==> src/rtl/bcdn_counter.sv <==
// N-digit BCD up/down counter with parallel load, wrap/saturate boundary
// handling and registered overflow / load-error pulses.
module bcdn_counter #(
  parameter int unsigned DIGITS   = 4,
  parameter bit          SATURATE = 1'b0
) (
  input  logic                  clk,
  input  logic                  reset,
  input  logic                  en,
  input  logic                  up,
  input  logic                  load,
  input  logic [4*DIGITS-1:0]   load_val,
  output logic [4*DIGITS-1:0]   count,
  output logic                  ovf,
  output logic                  load_err,
  output logic                  is_zero,
  output logic                  is_max
);

  localparam int unsigned W = 4 * DIGITS;

  logic [W-1:0] count_q, count_d, step_val;
  logic         ovf_q, ovf_d, load_err_q, load_err_d;
  logic         load_ok, carry, all_nine;

  always_comb begin
    load_ok = 1'b1;
    for (int unsigned k = 0; k < DIGITS; k++) begin
      if (load_val[4*k +: 4] > 4'd9) load_ok = 1'b0;
    end
  end

  // Ripple the step through the digits; a carry out of the top digit marks
  // a step attempted from the boundary (all-9s up, all-0s down).
  always_comb begin
    step_val = count_q;
    carry    = 1'b1;
    for (int unsigned k = 0; k < DIGITS; k++) begin
      if (carry) begin
        if (up) begin
          if (count_q[4*k +: 4] == 4'd9) begin
            step_val[4*k +: 4] = '0;
          end else begin
            step_val[4*k +: 4] = count_q[4*k +: 4] + 4'd1;
            carry              = 1'b0;
          end
        end else begin
          if (count_q[4*k +: 4] == 4'd0) begin
            step_val[4*k +: 4] = 4'd9;
          end else begin
            step_val[4*k +: 4] = count_q[4*k +: 4] - 4'd1;
            carry              = 1'b0;
          end
        end
      end
    end
  end

  always_comb begin
    all_nine = 1'b1;
    for (int unsigned k = 0; k < DIGITS; k++) begin
      if (count_q[4*k +: 4] != 4'd9) all_nine = 1'b0;
    end
  end

  always_comb begin
    count_d    = count_q;
    ovf_d      = 1'b0;
    load_err_d = 1'b0;
    if (load) begin
      if (load_ok) count_d    = load_val;
      else         load_err_d = 1'b1;
    end else if (en) begin
      ovf_d = carry;
      if (!(carry && SATURATE)) count_d = step_val;
    end
  end

  always_ff @(posedge clk) begin
    if (reset) begin
      count_q    <= '0;
      ovf_q      <= 1'b0;
      load_err_q <= 1'b0;
    end else begin
      count_q    <= count_d;
      ovf_q      <= ovf_d;
      load_err_q <= load_err_d;
    end
  end

  assign count    = count_q;
  assign ovf      = ovf_q;
  assign load_err = load_err_q;
  assign is_zero  = (count_q == '0);
  assign is_max   = all_nine;

endmodule

==> config.mk <==
export PLATFORM = sky130hd
export DESIGN_NAME = bcdn_counter
export DESIGN_NICKNAME = d
export VERILOG_FILES = /design/src/rtl/bcdn_counter.sv
export SDC_FILE = /design/constraint.sdc
export NUM_CORES = 1
export LEC_CHECK = 0
export ABC_AREA = 1
export CAP_MARGIN = 20
export CELL_PAD_IN_SITES_DETAIL_PLACEMENT = 1
export CELL_PAD_IN_SITES_GLOBAL_PLACEMENT = 1
export CORE_MARGIN = 2
export CORE_UTILIZATION = 35
export CTS_BUF_LIST = sky130_fd_sc_hd__clkbuf_2 sky130_fd_sc_hd__clkbuf_4 sky130_fd_sc_hd__clkbuf_8
export CTS_CLUSTER_SIZE = 40
export DETAILED_ROUTE_END_ITERATION = 7
export GPL_ROUTABILITY_DRIVEN = 0
export PLACE_DENSITY_LB_ADDON = 0.1
export SYNTH_ARGS = -nofsm -noshare
export SYNTH_HDL_FRONTEND = slang
export SYNTH_SLANG_ARGS = --single-unit
==> constraint.sdc <==
create_clock -name clk -period 2.4 [get_ports clk]
set_clock_uncertainty 0.05 [all_clocks]
set_input_delay 0.36 -clock clk [delete_from_list [all_inputs] [get_ports clk]]
set_output_delay 0.36 -clock clk [all_outputs]
set_load 0.005 [all_outputs]
# After elaboration in Yosys (flattened, before gate mapping)
# Index checks and enable logic that the tools add are counted.
# word_totals
reg_bits	18
in_bits	21
wordCells	86
# op_classes
n_addsub	8
magnitude_cmp	4
n_eq_ne	9
mux	41
n_bitwise	3
n_reduce_logical	15
# op_table
op	n
$mux W4	15
$mux W16	3
$mux W1	23
$add A4 B1 Y4 const B	4
$eq A4 B4 Y1 const B	4
$gt A4 B4 Y1 const B	4
$logic_not A16 Y1	1
$logic_not A4 Y1	4
$ne A4 B4 Y1 const B	4
$sub A4 B1 Y4 const B	4
$reduce_and A3 Y1	3
$reduce_bool A2 Y1	4
$reduce_or A4 Y1	1
$not A1 Y1	3
$ne A2 B1 Y1 const B	1
$reduce_and A2 Y1	1
$reduce_or A2 Y1	1

# Logic depth before layout (Yosys ltp)
# depth
word_depth	8
depth_mapped	12

# Worst setup path before layout
# No wires, ideal clock.
# synth_path
kind	register to register
from	register count_q[0], in the netlist count[0]
to	register count_q[15], in the netlist count[15]
setup_ns	0.113
arrival_time_ns	1.210
setup_slack_ns	1.027
path_stages_with_launch	12
n_path_buf	0
cell_sequence	dfxtp_1 -> inv_2 -> nor2_2 -> nand2_2 -> nand2_2 -> nand2_2 -> nor2_4 -> nand2_2 -> nand2_2 -> nand2_4 -> nor2_1 -> nor2_1
# synth_via
elab_chain_cells	7
elab_cells_between_ends	9
cone_classes	eq/ne: 1; mux: 5; reduce/logical: 3
# synth_lines
element	line_no	text
start: declaration	22	logic [W-1:0] count_q, count_d, step_val;
start signal: assignment	85	count_q <= count_d;
$eq A4 B4 Y1 or $logic_not A4 Y1 (tied branches)	41, 48	
$mux W1 (on tied branches)	41, 48	
$mux W1 (*)	40	if (up) begin
$mux W1 (*) (2 in a row)	39	if (carry) begin
$reduce_bool A2 Y1 (no line) (*)	n/a	
$reduce_and A3 Y1 (no line) (*)	n/a	
# Every way passes the cells marked *; elsewhere a longest branch is shown, timed or not.
# A chain may end at the register's enable or synchronous reset.

# Final worst setup path
# layout_path
from	register count_q[1], in the netlist count[1]
to	output port is_zero
# layout_via
elab_chain_cells	1
# layout_lines
element	line_no	text
$logic_not A16 Y1	94	assign is_zero = (count_q == '0);
end: declaration	16	output logic is_zero,
# No other way between the ends.

==> results.txt <==
----------------------------------------------------
[Run status]
  Outcome ... finished clean

[Synthesis]
  Yosys top cell by area ... dfxtp_1
  Register area share after synthesis ... 0.246
  Number of register bits inferred by synthesis ... 18
  Average cell area after synthesis ... around 5.6 um2
  Main area contributors after synthesis ... dfxtp_1 (25%), nand2_1 (16%), o21ai_0 (11%)
  Synth Cell Area ... between 0.001 and 0.0015 mm2
  Number of warnings printed during yosys synthesis ... 0
  Gate Count Post-Synth ... 260
  Share of Yosys cell area claimed by the top area cell type ... 0.246
  Number of unique standard cell types used by synthesis ... 26
  Synthesized netlist net count ... about 280

[STA]
  Number of max-slew violations in the final report ... 0
  Minimum hold slack ... 0.445 ns
  Final period demand of the worst path ... 2.24 ns
  Final setup viols ... 0
  Number of failing hold endpoints at the final stage ... 0
  Setup repair after global routing missed its margin ... false
  Tightest slew margin relative to the limit ... 0.702
  Final sum of negative setup slack ... 0 ns
  Slew at the pin with the worst max-slew slack ... 0.447 ns
  Final period util ... 0.932
  Max Clock Freq ... 0.447 GHz

[Setup path]
  Type of origin of the critical path ... flip-flop
  Critical Path Max Stage Delay ... 0.51 ns
  Arrival time reported for the critical path endpoint ... 1.83 ns
  Critical-path top delay cell ... clkdlybuf4s50_1
  CP Cell Sequence ... nor2_2 -> nand2_1 -> inv_1 -> nand3_1 -> nor2_1 -> clkdlybuf4s50_1
  Worst EP required ... 1.99 ns
  Family of cells with the greatest summed delay on the critical path ... buffers and inverters
  Critical-path maximum fanout ... 8
  Critical path capture point type ... output port
  Number of buffers and inverters on the critical path ... 2
  Class of the most critical setup path ... flip-flop to output port

[Place]
  HPWL reported at the end of detailed placement ... 3690 um
  Cell area after placement ... 0.00193 mm2
  Quantity of I/O buffers inserted on ports ... 40

[Die]
  Starting density of the core ... 0.364
  Number of placed I/O pins ... just over 40
  Area of the core ... 0.00403 mm2
  Site Rows ... 23
  Overall die area ... 0.00473 mm2
  Die Ht ... about 69 um
  Die Width ... roughly 69 um

[Global route]
  Global-route congestion overflow total ... 0
  Antenna violations before repair ... 0
  Maximum number of pins on one net before global-route repair ... 18
  Number of global-route vias before repair ... approximately 1700
  Combined global-route utilization of all metal layers ... 0.213
  Wire length of the first global-routing pass ... about 7600 um

[Finish]
  Most common cell after layout, fill and taps aside ... nand2_1
  Total inserted antenna cells ... 0
  Highest-count cells in the layout ignoring fill and taps ... nand2_1 (61), nor2_1 (39), clkdlybuf4s50_1 (39)
  Fin area ... 0.00201 mm2
  Area growth from synthesis to layout ... 36.7%
  Count of fill cells added during filler insertion ... 583
  Share of cells above drive strength 1 ... 0.129
  Final layout net count ... 324

[CTS]
  Clock transition at the registers of the reported paths ... ~0.080 ns
  Num Clock Sinks ... 18
  H-Tree Depth ... 1
  Clock Root Buffer ... clkbuf_8
  TritonCTS clock tree ... done
  Deepest clock path buffer count ... 2
  CTS Buf Count ... 3
  Clock latency reported for the late side of the worst-skew pair ... ~0.27 ns
  Hold_buf cts ... 0

[Power]
  Net Sw Frac ... 0.353
  Cell area power density ... 477 mW/mm2
  Combinational share of power ... 0.346
  Leakage power ... 0.919 nW
  Relative contribution of sequential cells to total power ... 0.375
  Clock network fraction of total power ... 0.280
  Internal portion of total power ... approximately 0.00062 W
  Net Sw Power ... 0.000338 W
  Largest voltage drop on the vdd net ... 0.000202 V

[Detailed routing]
  Routed len/inst ... 13.4 um
  Detailed Route Iter0 Violations ... 101
  Number of design rule violations left after detail routing ... 0
  Number of vias in the routed layout ... 1824
  Total Routed Length ... 4720 um
  Via density ... 5.18
  First drt pass iteration count ... 6
  Number of nets with antenna violations after routing ... 0

[Hold path]
  Class of the worst hold path ... flip-flop to flip-flop

[Run]
  Max capacitance violation total ... 0

----------------------------------------------------
==> worst reg2reg max path: stages (launching register included) <==
cell	delay (ns)
dfxtp_1	0.40
nor2_2	0.20
nand2_1	0.13
nand2_2	0.09
nand2_2	0.10
nor2_4	0.15
nand2_2	0.08
nand2_2	0.13
nand2_1	0.07
nor2_1	0.10
nor2_1	0.06
==> power groups by stage <==
| stage | clock network, W | logic [W] | registers (W) |
|---|---|---|---|
| floorplan | 0 | 0.000190 | 0.000357 |
| global placement | 0 | 0.000321 | 0.000361 |
| detailed placement | 0 | 0.000328 | 0.000363 |
| CTS | 0.000270 | 0.000330 | 0.000356 |
| global route | 0.000283 | 0.000374 | 0.000363 |
| finish | 0.000268 | 0.000331 | 0.000358 |
==> logic make-up after synthesis <==
group / after synthesis / share of synthesized area
buffers and inverters: 36 / 0.0946
AND/OR/NAND/NOR: 148 / 0.442
AO/OA/AOI/OAI: 56 / 0.206
flip-flops: 18 / 0.246
XOR/XNOR: 2 / 0.0119
==> metrics by stage <==
stage | power [W] | instances | utilization | worst slack [ns]
floorplan | 0.000547 | 260 | - | 1.03
finish | 0.000957 | 352 | 0.498 | 0.164
detailed placement | 0.000691 | 348 | 0.480 | 0.352
global route | 0.00102 | 352 | 0.498 | 0.0566
CTS | 0.000956 | 352 | 0.494 | 0.0416
global placement | 0.000683 | 348 | 0.480 | 0.344
==> state kept, by name (all words and copies together) (netlist names) <==
signal and flops:
count 16, load_err 1, ovf 1
==> Yosys cell counts, drive strengths merged <==
library cell	number
o21a	1
o31ai	2
nand3	24
or2	1
a211oi	1
nor3	2
inv	30
a31oi	1
nor2	48
nand4	1
buf	3
dfxtp	18
o211ai	3
xor2	2
a21oi	14
o21ai	34
nand2	71
and2	1
clkbuf	3
==> repair_timing <==
item / 4_1_cts / 5_1_grt
endpoints found under the setup margin: 0 / 2
gates resized for setup: 0 / 8
hold endpoints to repair: 0 / 0
buffers inserted: 0 / 0
==> worst paths after layout <==
kind | cells past startpoint | from | slack (ns) | end
max reg2reg | 10 | count[1]$_SDFFE_PP0P_ | 0.77 | count[10]$_SDFFE_PP0P_
min reg2reg | 2 | count[7]$_SDFFE_PP0P_ | 0.45 | count[7]$_SDFFE_PP0P_
max | 6 | count[1]$_SDFFE_PP0P_ | 0.16 | is_zero
min | 2 | count[7]$_SDFFE_PP0P_ | 0.45 | count[7]$_SDFFE_PP0P_
==> routing by layer <==
metal  global-route usage  up-vias  part of all wire  wire [um]
met5                    0        -                 0          0
li1                     -      924                 -          -
met3               0.0341        7             0.036        168
met1                0.278      857              0.48       2260
met4               0.0809        0             0.017         78
met2                0.352       36              0.47       2220
==> cell type report <==
class / count / area, um2 / area share
inverter: 30 / 113 / 0.0561
clock buffer: 4 / 55.1 / 0.0274
tap: 50 / 62.6 / 0.0312
sequential: 18 / 365 / 0.182
timing repair buffer: 44 / 433 / 0.216
multi-input combinational: 206 / 978 / 0.488
(Power assumes the default switching activity.)
